[src/rtl/instr_enc_pkg.sv]
// Shared constants for the instruction encoder: request kind codes,
// MIPS opcode/funct fields and the default base address of the output stream.
package instr_enc_pkg;

    localparam logic [31:0] BASE_ADDR_DEFAULT = 32'h0000_3000;

    typedef enum logic [3:0] {
        KIND_NOP  = 4'd0,
        KIND_ADDU = 4'd1,
        KIND_SUBU = 4'd2,
        KIND_ORI  = 4'd3,
        KIND_LW   = 4'd4,
        KIND_SW   = 4'd5,
        KIND_BEQ  = 4'd6,
        KIND_LUI  = 4'd7,
        KIND_JAL  = 4'd8,
        KIND_JR   = 4'd9
    } kind_e;

    localparam logic [3:0] KIND_LAST_LEGAL = 4'd9;

    localparam logic [5:0] OP_RTYPE = 6'h00;
    localparam logic [5:0] OP_ORI   = 6'h0D;
    localparam logic [5:0] OP_LW    = 6'h23;
    localparam logic [5:0] OP_SW    = 6'h2B;
    localparam logic [5:0] OP_BEQ   = 6'h04;
    localparam logic [5:0] OP_LUI   = 6'h0F;
    localparam logic [5:0] OP_JAL   = 6'h03;

    localparam logic [5:0] FN_ADDU  = 6'h21;
    localparam logic [5:0] FN_SUBU  = 6'h23;
    localparam logic [5:0] FN_JR    = 6'h08;

endpackage

[src/rtl/instr_fifo.sv]
// Word FIFO holding encoded instructions; the head is presented combinationally
// and reads as zero whenever the FIFO is empty.
module instr_fifo #(
    parameter int DEPTH = 4
) (
    input  logic        clk,
    input  logic        reset,
    input  logic        push,
    input  logic [31:0] push_data,
    input  logic        pop,
    output logic [31:0] pop_data,
    output logic        full,
    output logic        empty
);

    localparam int AW = $clog2(DEPTH);

    logic [31:0] mem [DEPTH];
    // One extra pointer bit separates the full and empty cases.
    logic [AW:0] wr_ptr;
    logic [AW:0] rd_ptr;

    assign empty    = (wr_ptr == rd_ptr);
    assign full     = (wr_ptr[AW] != rd_ptr[AW]) && (wr_ptr[AW-1:0] == rd_ptr[AW-1:0]);
    assign pop_data = empty ? 32'h0 : mem[rd_ptr[AW-1:0]];

    always_ff @(posedge clk) begin
        if (!reset) begin
            wr_ptr <= '0;
            rd_ptr <= '0;
        end else begin
            if (push && !full) begin
                wr_ptr <= wr_ptr + 1'b1;
            end
            if (pop && !empty) begin
                rd_ptr <= rd_ptr + 1'b1;
            end
        end
    end

    always_ff @(posedge clk) begin
        if (push && !full) begin
            mem[wr_ptr[AW-1:0]] <= push_data;
        end
    end

endmodule

[src/rtl/instr_encoder.sv]
// Encodes instruction requests into 32-bit MIPS words, queues them in a FIFO
// and streams them out with sequential addresses; illegal kinds raise a sticky error.
module instr_encoder
    import instr_enc_pkg::*;
#(
    parameter int          DEPTH     = 4,
    parameter logic [31:0] BASE_ADDR = BASE_ADDR_DEFAULT
) (
    input  logic        clk,
    input  logic        reset,
    input  logic        in_valid,
    output logic        in_ready,
    input  logic [3:0]  in_kind,
    input  logic [4:0]  in_rs,
    input  logic [4:0]  in_rt,
    input  logic [4:0]  in_rd,
    input  logic [15:0] in_imm,
    input  logic [25:0] in_target,
    output logic        out_valid,
    input  logic        out_ready,
    output logic [31:0] out_instr,
    output logic [31:0] out_addr,
    output logic        err,
    output logic [3:0]  err_kind
);

    // Fields a format does not use are dropped here, so stray inputs never leak.
    function automatic logic [31:0] encode(
        input logic [3:0]  kind,
        input logic [4:0]  rs,
        input logic [4:0]  rt,
        input logic [4:0]  rd,
        input logic [15:0] imm,
        input logic [25:0] target
    );
        case (kind_e'(kind))
            KIND_ADDU: return {OP_RTYPE, rs, rt, rd, 5'b0, FN_ADDU};
            KIND_SUBU: return {OP_RTYPE, rs, rt, rd, 5'b0, FN_SUBU};
            KIND_ORI:  return {OP_ORI, rs, rt, imm};
            KIND_LW:   return {OP_LW, rs, rt, imm};
            KIND_SW:   return {OP_SW, rs, rt, imm};
            KIND_BEQ:  return {OP_BEQ, rs, rt, imm};
            KIND_LUI:  return {OP_LUI, 5'b0, rt, imm};
            KIND_JAL:  return {OP_JAL, target};
            KIND_JR:   return {OP_RTYPE, rs, 15'b0, FN_JR};
            default:   return 32'h0;
        endcase
    endfunction

    logic        full;
    logic        empty;
    logic        accept;
    logic        legal;
    logic        push;
    logic        pop;
    logic [31:0] enc_word;

    assign in_ready  = !full;
    assign out_valid = !empty;
    assign accept    = in_valid && in_ready;
    assign legal     = (in_kind <= KIND_LAST_LEGAL);
    assign push      = accept && legal;
    assign pop       = out_valid && out_ready;
    assign enc_word  = encode(in_kind, in_rs, in_rt, in_rd, in_imm, in_target);

    instr_fifo #(
        .DEPTH(DEPTH)
    ) u_fifo (
        .clk      (clk),
        .reset    (reset),
        .push     (push),
        .push_data(enc_word),
        .pop      (pop),
        .pop_data (out_instr),
        .full     (full),
        .empty    (empty)
    );

    always_ff @(posedge clk) begin
        if (!reset) begin
            out_addr <= BASE_ADDR;
            err      <= 1'b0;
            err_kind <= 4'h0;
        end else begin
            if (pop) begin
                out_addr <= out_addr + 32'd4;
            end
            // Only the first illegal code is kept for diagnosis.
            if (accept && !legal && !err) begin
                err      <= 1'b1;
                err_kind <= in_kind;
            end
        end
    end

endmodule

[config.mk]
export PLATFORM = sky130hd
export DESIGN_NAME = instr_encoder
export DESIGN_NICKNAME = d
export VERILOG_FILES = /design/src/rtl/instr_enc_pkg.sv /design/src/rtl/instr_fifo.sv /design/src/rtl/instr_encoder.sv
export SDC_FILE = /design/constraint.sdc
export NUM_CORES = 1
export LEC_CHECK = 0
export BUFFER_PORTS_ARGS = -buffer_cell sky130_fd_sc_hd__buf_2
export CORE_MARGIN = 2
export CORE_UTILIZATION = 35
export DETAILED_ROUTE_END_ITERATION = 12
export SYNTH_ARGS = -nofsm -noshare
export SYNTH_HDL_FRONTEND = slang
export SYNTH_SLANG_ARGS = --single-unit
[constraint.sdc]
create_clock -name clk -period 2.55 [get_ports clk]
set_input_delay 0.1275 -clock clk [delete_from_list [all_inputs] [get_ports clk]]
set_output_delay 0.1275 -clock clk [all_outputs]
set_load 0.03 [all_outputs]
==> Word-level counts from Yosys, hierarchy flattened <==
Memory sizes are Yosys's and may differ from the RTL's. A register that Yosys moved wholly into a read port is not among the register bits.
Index checks and enable logic that the tools add are counted.
{ "classes": {"bitwise": 0, "div_mod_pow": 0, "n_reduce_logical": 12, "n_eq_ne": 12, "mux": 6, "n_shift": 0, "addsub": 3, "multipliers": 0, "n_lt_le_gt_ge": 1} }
{ "op_table": {"columns": ["op", "n"], "rows": [
  ["$pmux W32 S9", 1],
  ["$add A32 B3 Y32 const B", 1],
  ["$mux W32", 1],
  ["$eq A4 B3 Y1 const B", 4],
  ["$eq A4 B2 Y1 const B", 2],
  ["$eq A4 B4 Y1 const B", 2],
  ["$logic_and A1 B1 Y1", 8],
  ["$add A3 B1 Y3 const B", 2],
  ["$eq A4 B1 Y1 const B", 1],
  ["$le A4 B4 Y1 const B", 1],
  ["$logic_not A1 Y1", 4],
  ["$mux W2", 2],
  ["$eq A3 B3 Y1", 1],
  ["$eq A2 B2 Y1", 1],
  ["$mux W1", 2],
  ["$ne A1 B1 Y1", 1]
]} }
{ "totals": {"register_bits": 43, "ram_bits": 128, "latchBits": 0, "memories": 1, "output_inout_bits": 71, "rom_bits": 0, "word_cells": 40} }
{ "memory_table": {"columns": ["memory", "words", "word_bits", "rd", "rd_ports_with_merged_regs", "wr", "line_no", "source"], "rows": [
  ["u_fifo.mem", 4, 32, 1, 1, 1, "instr_fifo.sv:18", "logic [31:0] mem [DEPTH];"]
]} }

==> Depth between registers and ports, before layout <==
Gate-level depths: netlist of run 1.
{ "depth": {"ltp_word": 8, "depth_mapped": 7, "depth_no_buf": 6} }

==> Cells and area by module <==
Synthesis of run 1 repeated with hierarchy kept, for this count alone.
{ "unflattened": {"hier_cells": 538, "area_unflattened_um2": 7566.0} }
{ "modules_own_cells": {"columns": ["module", "cells_per_inst", "n_inst", "area_per_inst_um2", "seq_area_each_um2"], "rows": [
  ["instr_fifo", 271, 1, 5474.0, 4003.8],
  ["instr_encoder", 267, 1, 2092.0, 700.7]
]} }

==> Worst setup path before layout of run 1 <==
Ideal clock, no wire load.
{ "synth_timing": {"kind": "register -> register", "from": "register out_addr[11]", "to": "register out_addr[31]", "setup_slack_ns": 0.310, "synth_period_minus_slack_ns": 2.240, "t_arrival_ns": 2.170, "required_ns": 2.480, "setup_time_ns": 0.070, "path_stages_with_launch": 8, "path_cell_list": "dfxtp_1 -> nand4_1 -> or2_1 -> buf_6 -> or4_1 -> buf_2 -> or3_1 -> a21oi_1"} }
{ "synth_between": {"elab_chain_len": 1} }
{ "synth_lines": {"columns": ["element", "line_no", "source"], "rows": [
  ["from (decl)", "instr_encoder.sv:22", "output logic [31:0] out_addr,"],
  ["from (signal assigned)", "instr_encoder.sv:86", "out_addr <= out_addr + 32'd4;"],
  ["$add A32 B3 Y32", "instr_encoder.sv:86", null]
]} }
No other way between the ends.
A chain may end at the register's enable or synchronous reset.

==> results.yml, run 1 <==
synthesis:
  postSynthCellCount: 501
  ys_types: 40
  avgSynthCellArea_um2: 14.2
  ys_warn_count: 0
  mappedNetlistArea_um2: 7100
  ys_seq_elements: 167
  ys_seq_area_frac: 0.646
sta:
  clock.fmax_ghz: 0.441
  worst_slew_pin_slew_ns: 1.24
  rsz0062_at_grt: "no"
  fin_skew_ns: 0.0126
  min_period_ns: 2.27
  finalWorstSetupSlack_ns: 0.281
  setup_violations: 0
  slew_viol_final: 0
  finalHoldViolations: 0
  max-slew-margin-rel: 0.167
  finalCritPeriodShare: 0.890
  setup_tns_ns: 0
clocking:
  cts_resized: 0
  cts_num_sinks: 167
  cts_buffers: 17
  cts.clk_slew.worst_paths_ns: 0.07
  worstSkewPairLatency_ns: 0.42
  cts_setup_buffers: 0
  cts-htree-levels: 4
  cts_tree: "yes"
  clockBufferDepth: 2
  ctsRootBufferMaster: "clkbuf_16"
floorplanning:
  ios: 136
  die-width_um: 146
  core.rowCount: 52
  core-area_um2: 20000
  dieArea_um2: 21400
  die_y_um: 146
  start_util: 0.354
placement:
  gp_congestion: 0.788
  hpwl_um: 11000
  dp.cells: 891
  pre_cts_ws_ns: 0.328
  io_buffers: 132
  post_dp_cell_area_um2: 8190
worst_setup_path:
  path_cells: "buf_12 > mux4_2 > and2_1 > buf_2"
  crit_family: "flip-flops"
  arrival_ns: 2.14
  worst_path_max_delay_cell: "dfxtp_2"
  worstPathRequired_ns: 2.42
  worst_path_largest_cell_delay_ns: 0.60
  critical_path_buf_inv_count: 2
  worst-path-max-fanout: 12
  path_class: "flip-flop to output port"
  r2r_slack_ns: 0.30
  cp-start-kind: "flip-flop"
  critPathCaptureType: "output port"
detailed_routing:
  routed_via_density: 5.04
  avgRoutedWirePerCell_um: 17.7
  postRouteAntennaNets: 0
  drt_wl_total_um: 16300
  first_pass_iters: 6
  first_iter_violations: 258
  drc: 0
  vias: 4666
status:
  status: "complete, no violations"
worst_hold_path:
  min_path_type: "input pin to flip-flop"
global_route:
  grt_pass1_wl_um: 25200
  grt_max_degree: 32
  grt-ovfl-total: 0
  first_global_vias: 4727
  track_usage: 0.153
  antenna_found_initial: 2
finish:
  post-route-util: 0.438
  nFillCells: 1880
  syn_to_final_growth_pct: 23.7
  drive_gt1_frac: 0.335
  stdcell_count: 925
  postLayoutCellArea_um2: 8780
  nets: 712
job:
  maxCapViolations: 0
pwr:
  p_per_area_nw_per_um2: 785
  ir_drop_mv: 0.409
  leakagePower_nw: 3.23
[power by group]
group          leakage (nW)  total, mW  internal, mW  switching, mW
registers              1.50       3.09          3.02         0.0671
clock network         0.269       2.46          1.31           1.16
logic                  1.46       1.34         0.525          0.812
[placed cells by master, fill, tap and decap left out, types with 5 or more instances in the layout]
cell	n
buf_2	132
buf_12	7
ha_1	6
inv_1	12
nand2_1	17
dfxtp_1	41
buf_4	9
nand4_1	6
edfxtp_1	124
and2_1	33
a22o_1	13
xor2_1	7
a222oi_1	5
clkbuf_16	17
nor3_1	10
a21oi_1	13
o21ai_0	19
clkinvlp_4	5
xnor2_1	21
mux4_2	31
or3_1	12
inv_8	6
nand3_1	23
nor2_1	37
[metrics by stage]
step	power [mW]	hold WS, ns
3_5_place_dp	4.51	0.349
3_3_place_gp	4.49	0.344
5_1_grt	7.18	0.0702
4_1_cts	6.98	0.0417
6_report	6.89	0.0709
2_1_floorplan	4.03	0.189
[worst paths after layout]
| path | from | endpoint | cells after the start |
|---|---|---|---|
| setup / recovery | flip-flop | out_instr[26] | 4 |
| hold / removal | in_rd[2] | u_fifo.mem[3][13]$_DFFE_PP_ | 3 |
| setup reg to reg | u_fifo.wr_ptr[1]$_SDFFE_PN0N_ | out_addr[31]$_SDFFE_PN0P_ | 5 |
| hold reg to reg | err_kind[3]$_SDFFE_PN0P_ | err_kind[3]$_SDFFE_PN0P_ | 2 |
[worst reg2reg max path, delay by kind of cell (launching register included)]
kind / cells / cell delay (ns)
AO/OA/AOI/OAI: 2 / 0.36
XOR/XNOR: 1 / 0.38
flip-flops: 1 / 0.43
AND/OR/NAND/NOR: 2 / 1.01
[registers in the layout, indices dropped and copies added, names as in the netlist, named ones only]
register       count
err                1
err_kind           4
out_addr          30
u_fifo.mem       124
u_fifo.rd_ptr      3
u_fifo.wr_ptr      3
[layer usage]
layer  track usage  part of all wire  up-vias
met5             0           0.00080        -
met4        0.0451             0.016        2
met3        0.0509             0.075       18
met2         0.262              0.50      166
met1         0.185              0.41     2294
li1              -                 -     2186
[synth_stat cells]
master,n,share of area
nand3b_1,1,0.0011
a22o_1,13,0.016
or2_1,1,0.00088
nand2_1,17,0.0090
xor2_1,7,0.0086
nand2b_1,3,0.0026
conb_1,1,0.00053
nand3_1,23,0.016
nor4_1,4,0.0035
mux2i_1,4,0.0056
or4_1,2,0.0021
o31ai_1,4,0.0042
a221o_1,2,0.0028
nor2b_1,1,0.00088
and4_1,4,0.0049
o21ai_0,19,0.013
o31ai_2,1,0.0018
xnor2_1,21,0.026
buf_1,5,0.0026
clkbuf_1,19,0.010
nand4_1,6,0.0053
o311a_1,1,0.0014
edfxtp_1,124,0.52
o311ai_0,1,0.0012
nor3_1,10,0.0070
a21oi_1,13,0.0092
buf_4,3,0.0032
o211ai_1,1,0.0011
ha_1,6,0.011
and2_1,37,0.033
buf_6,1,0.0016
xor2_2,1,0.0023
dfxtp_1,43,0.12
buf_2,2,0.0014
and3_1,3,0.0026
inv_1,12,0.0063
or3_1,12,0.011
a222oi_1,5,0.0070
mux4_2,31,0.098
nor2_1,37,0.020
[cell families (layout without fill, tap and decap cells)]
| logic type | Yosys count | in the layout | share of synthesized area |
|---|---|---|---|
| xor+xnor | 29 | 29 | 0.0368 |
| other cells | 1 | 4 | 0.000528 |
| compound gates | 60 | 60 | 0.0582 |
| buf+inv | 42 | 193 | 0.0252 |
| fa+ha+maj | 6 | 6 | 0.0106 |
| simple gates | 161 | 161 | 0.119 |
| mux | 35 | 35 | 0.104 |
| flops | 167 | 167 | 0.646 |
[repair_timing]
| action | CTS | global route |
|---|---|---|
| setup endpoints to repair | 0 | 0 |
| hold buffers | 1 | 0 |
| endpoints found under the hold margin | 3 | 0 |
[area by class of cell]
| class | count | area, um2 | share of cell area |
|---|---|---|---|
| inverters | 12 | 45.0 | 0.00513 |
| repair buffers | 149 | 878 | 0.100 |
| multi-input cells | 294 | 2350 | 0.267 |
| flip-flops and latches | 167 | 4590 | 0.522 |
| clock inverters | 15 | 155 | 0.0177 |
| diodes | 1 | 2.50 | 0.000285 |
| clock buffers | 17 | 425 | 0.0485 |
| well taps | 270 | 338 | 0.0385 |
(Power assumes the default switching activity.)
==> run 2, diff against run 1 <==
--- a/config.mk
+++ b/config.mk
@@ -9,6 +9,7 @@
 export CORE_MARGIN = 2
 export CORE_UTILIZATION = 35
 export DETAILED_ROUTE_END_ITERATION = 12
+export PLACE_DENSITY_LB_ADDON = 0.08
 export SYNTH_ARGS = -nofsm -noshare
 export SYNTH_HDL_FRONTEND = slang
 export SYNTH_SLANG_ARGS = --single-unit
==> run 2 against run 1 <==
Effect of this change:
- utilization fell by 0.26 points
- via count fell by 1.7%
- cell count fell by 0.22%
- die area did not move
- fmax barely moved
- global-route usage rose by 0.54 points
- hold slack got worse by 0.024 ns
- first-iteration DRC count fell by 28%
- critical endpoint is now out_addr[31]$_SDFFE_PN0P_
- largest cell class unchanged
==> results.yml, run 2 (synthesis results as in run 1) <==
sta:
  finalHoldViolations: 0
  setup_tns_ns: 0
  max-slew-margin-rel: 0.237
  slew_viol_final: 0
  setup_violations: 0
  finalWorstSetupSlack_ns: 0.283
  worst_slew_pin_slew_ns: 1.14
  finalCritPeriodShare: 0.889
  fin_skew_ns: 0.00774
  clock.fmax_ghz: 0.441
  rsz0062_at_grt: "no"
  min_period_ns: 2.27
global_route:
  grt-ovfl-total: 0
  grt_max_degree: 41
  grt_pass1_wl_um: 25700
  antenna_found_initial: 2
  track_usage: 0.159
  first_global_vias: 4675
worst_hold_path:
  min_path_type: "input pin to flip-flop"
worst_setup_path:
  worst-path-max-fanout: 7
  cp-start-kind: "flip-flop"
  worstPathRequired_ns: 2.89
  arrival_ns: 2.61
  path_class: "flip-flop to flip-flop"
  critPathCaptureType: "flip-flop"
placement:
  hpwl_um: 10300
  gp_congestion: 0.805
  io_buffers: 132
  pre_cts_ws_ns: 0.292
detailed_routing:
  first_pass_iters: 4
  avgRoutedWirePerCell_um: 17.6
  routed_via_density: 4.97
  drt_wl_total_um: 16300
  drc: 0
  first_iter_violations: 185
  postRouteAntennaNets: 0
  vias: 4588
finish:
  final_common_cell: "buf_2"
  nets: 710
  largest_reg_flops: 124
  post-route-util: 0.436
  drive_gt1_frac: 0.328
  syn_to_final_growth_pct: 22.9
  mostFrequentLayoutCells: "buf_2 (132), edfxtp_1 (124), dfxtp_1 (41)"
clocking:
  cts.clk_slew.worst_paths_ns: 0.06
  worstSkewPairLatency_ns: 0.42
  cts-htree-levels: 4
  clockBufferDepth: 2
  cts_tree: "yes"
  cts_hold_buffers: 1
  cts_num_sinks: 167
  ctsRootBufferMaster: "clkbuf_16"
  cts_resized: 0
  cts_buffers: 17
  cts_setup_buffers: 0
status:
  status: "complete, no violations"
job:
  maxCapViolations: 0
floorplanning:
  core-area_um2: 20000
  die-width_um: 146
  dieArea_um2: 21400
  start_util: 0.354
  ios: 136
  core.rowCount: 52
  die_y_um: 146
pwr:
  leakagePower_nw: 3.20
  p_per_area_nw_per_um2: 777
  ir_drop_mv: 0.441
[run 2: area by class of cell]
| cell class | count | area [um2] |
|---|---|---|
| multi-input cells | 294 | 2350 |
| diodes | 1 | 2.50 |
| inverters | 12 | 45.0 |
| well taps | 270 | 338 |
| clock buffers | 18 | 429 |
| flip-flops and latches | 167 | 4590 |
| fillers | 1906 | 11300 |
| repair buffers | 147 | 851 |
| clock inverters | 14 | 126 |
[run 2: metrics by stage]
| step | cell area (um2) | hold slack (ns) | total power [mW] | instances |
|---|---|---|---|---|
| 2_1_floorplan | 7110 | 0.189 | 4.03 | 503 |
| 3_3_place_gp | 8160 | 0.375 | 4.46 | 889 |
| 3_5_place_dp | 8160 | 0.384 | 4.48 | 889 |
| 4_1_cts | 8720 | 0.0254 | 6.89 | 922 |
| 5_1_grt | 8730 | 0.0538 | 7.11 | 923 |
| 6_report | 8730 | 0.0464 | 6.79 | 923 |
[run 2: per-layer routing]
layer | global-route usage | up-vias | routed length (um)
li1 | - | 2170 | -
met3 | 0.0459 | 12 | 827
met2 | 0.275 | 121 | 8210
met1 | 0.194 | 2283 | 7120
met4 | 0.0461 | 2 | 118
met5 | 0 | - | 7
[run 2: final timing paths]
| kind | depth (start not counted) | from | slack (ns) | to |
|---|---|---|---|---|
| max | 5 | u_fifo.wr_ptr[1]$_SDFFE_PN0N_ | 0.28 | out_addr[31]$_SDFFE_PN0P_ |
| min | 3 | out_ready | 0.05 | out_addr[3]$_SDFFE_PN0P_ |
| max reg2reg | 5 | u_fifo.wr_ptr[1]$_SDFFE_PN0N_ | 0.28 | out_addr[31]$_SDFFE_PN0P_ |
| min reg2reg | 2 | err_kind[3]$_SDFFE_PN0P_ | 0.49 | err_kind[3]$_SDFFE_PN0P_ |
[run 2: worst max-delay path, cell delays in order, from the launching register on]
cell and delay [ns]:
dfxtp_1 0.45, xor2_1 0.39, o31ai_1 0.21, or4_1 0.62
or3_1 0.38, a21oi_1 0.14
[run 2: report_power, final]
part / internal (mW) / leakage (nW) / total (mW) / switching (mW)
clock: 1.35 / 0.252 / 2.40 / 1.05
sequential: 3.03 / 1.50 / 3.08 / 0.0507
combinational: 0.496 / 1.45 / 1.31 / 0.814
total: 4.87 / 3.20 / 6.79 / 1.92
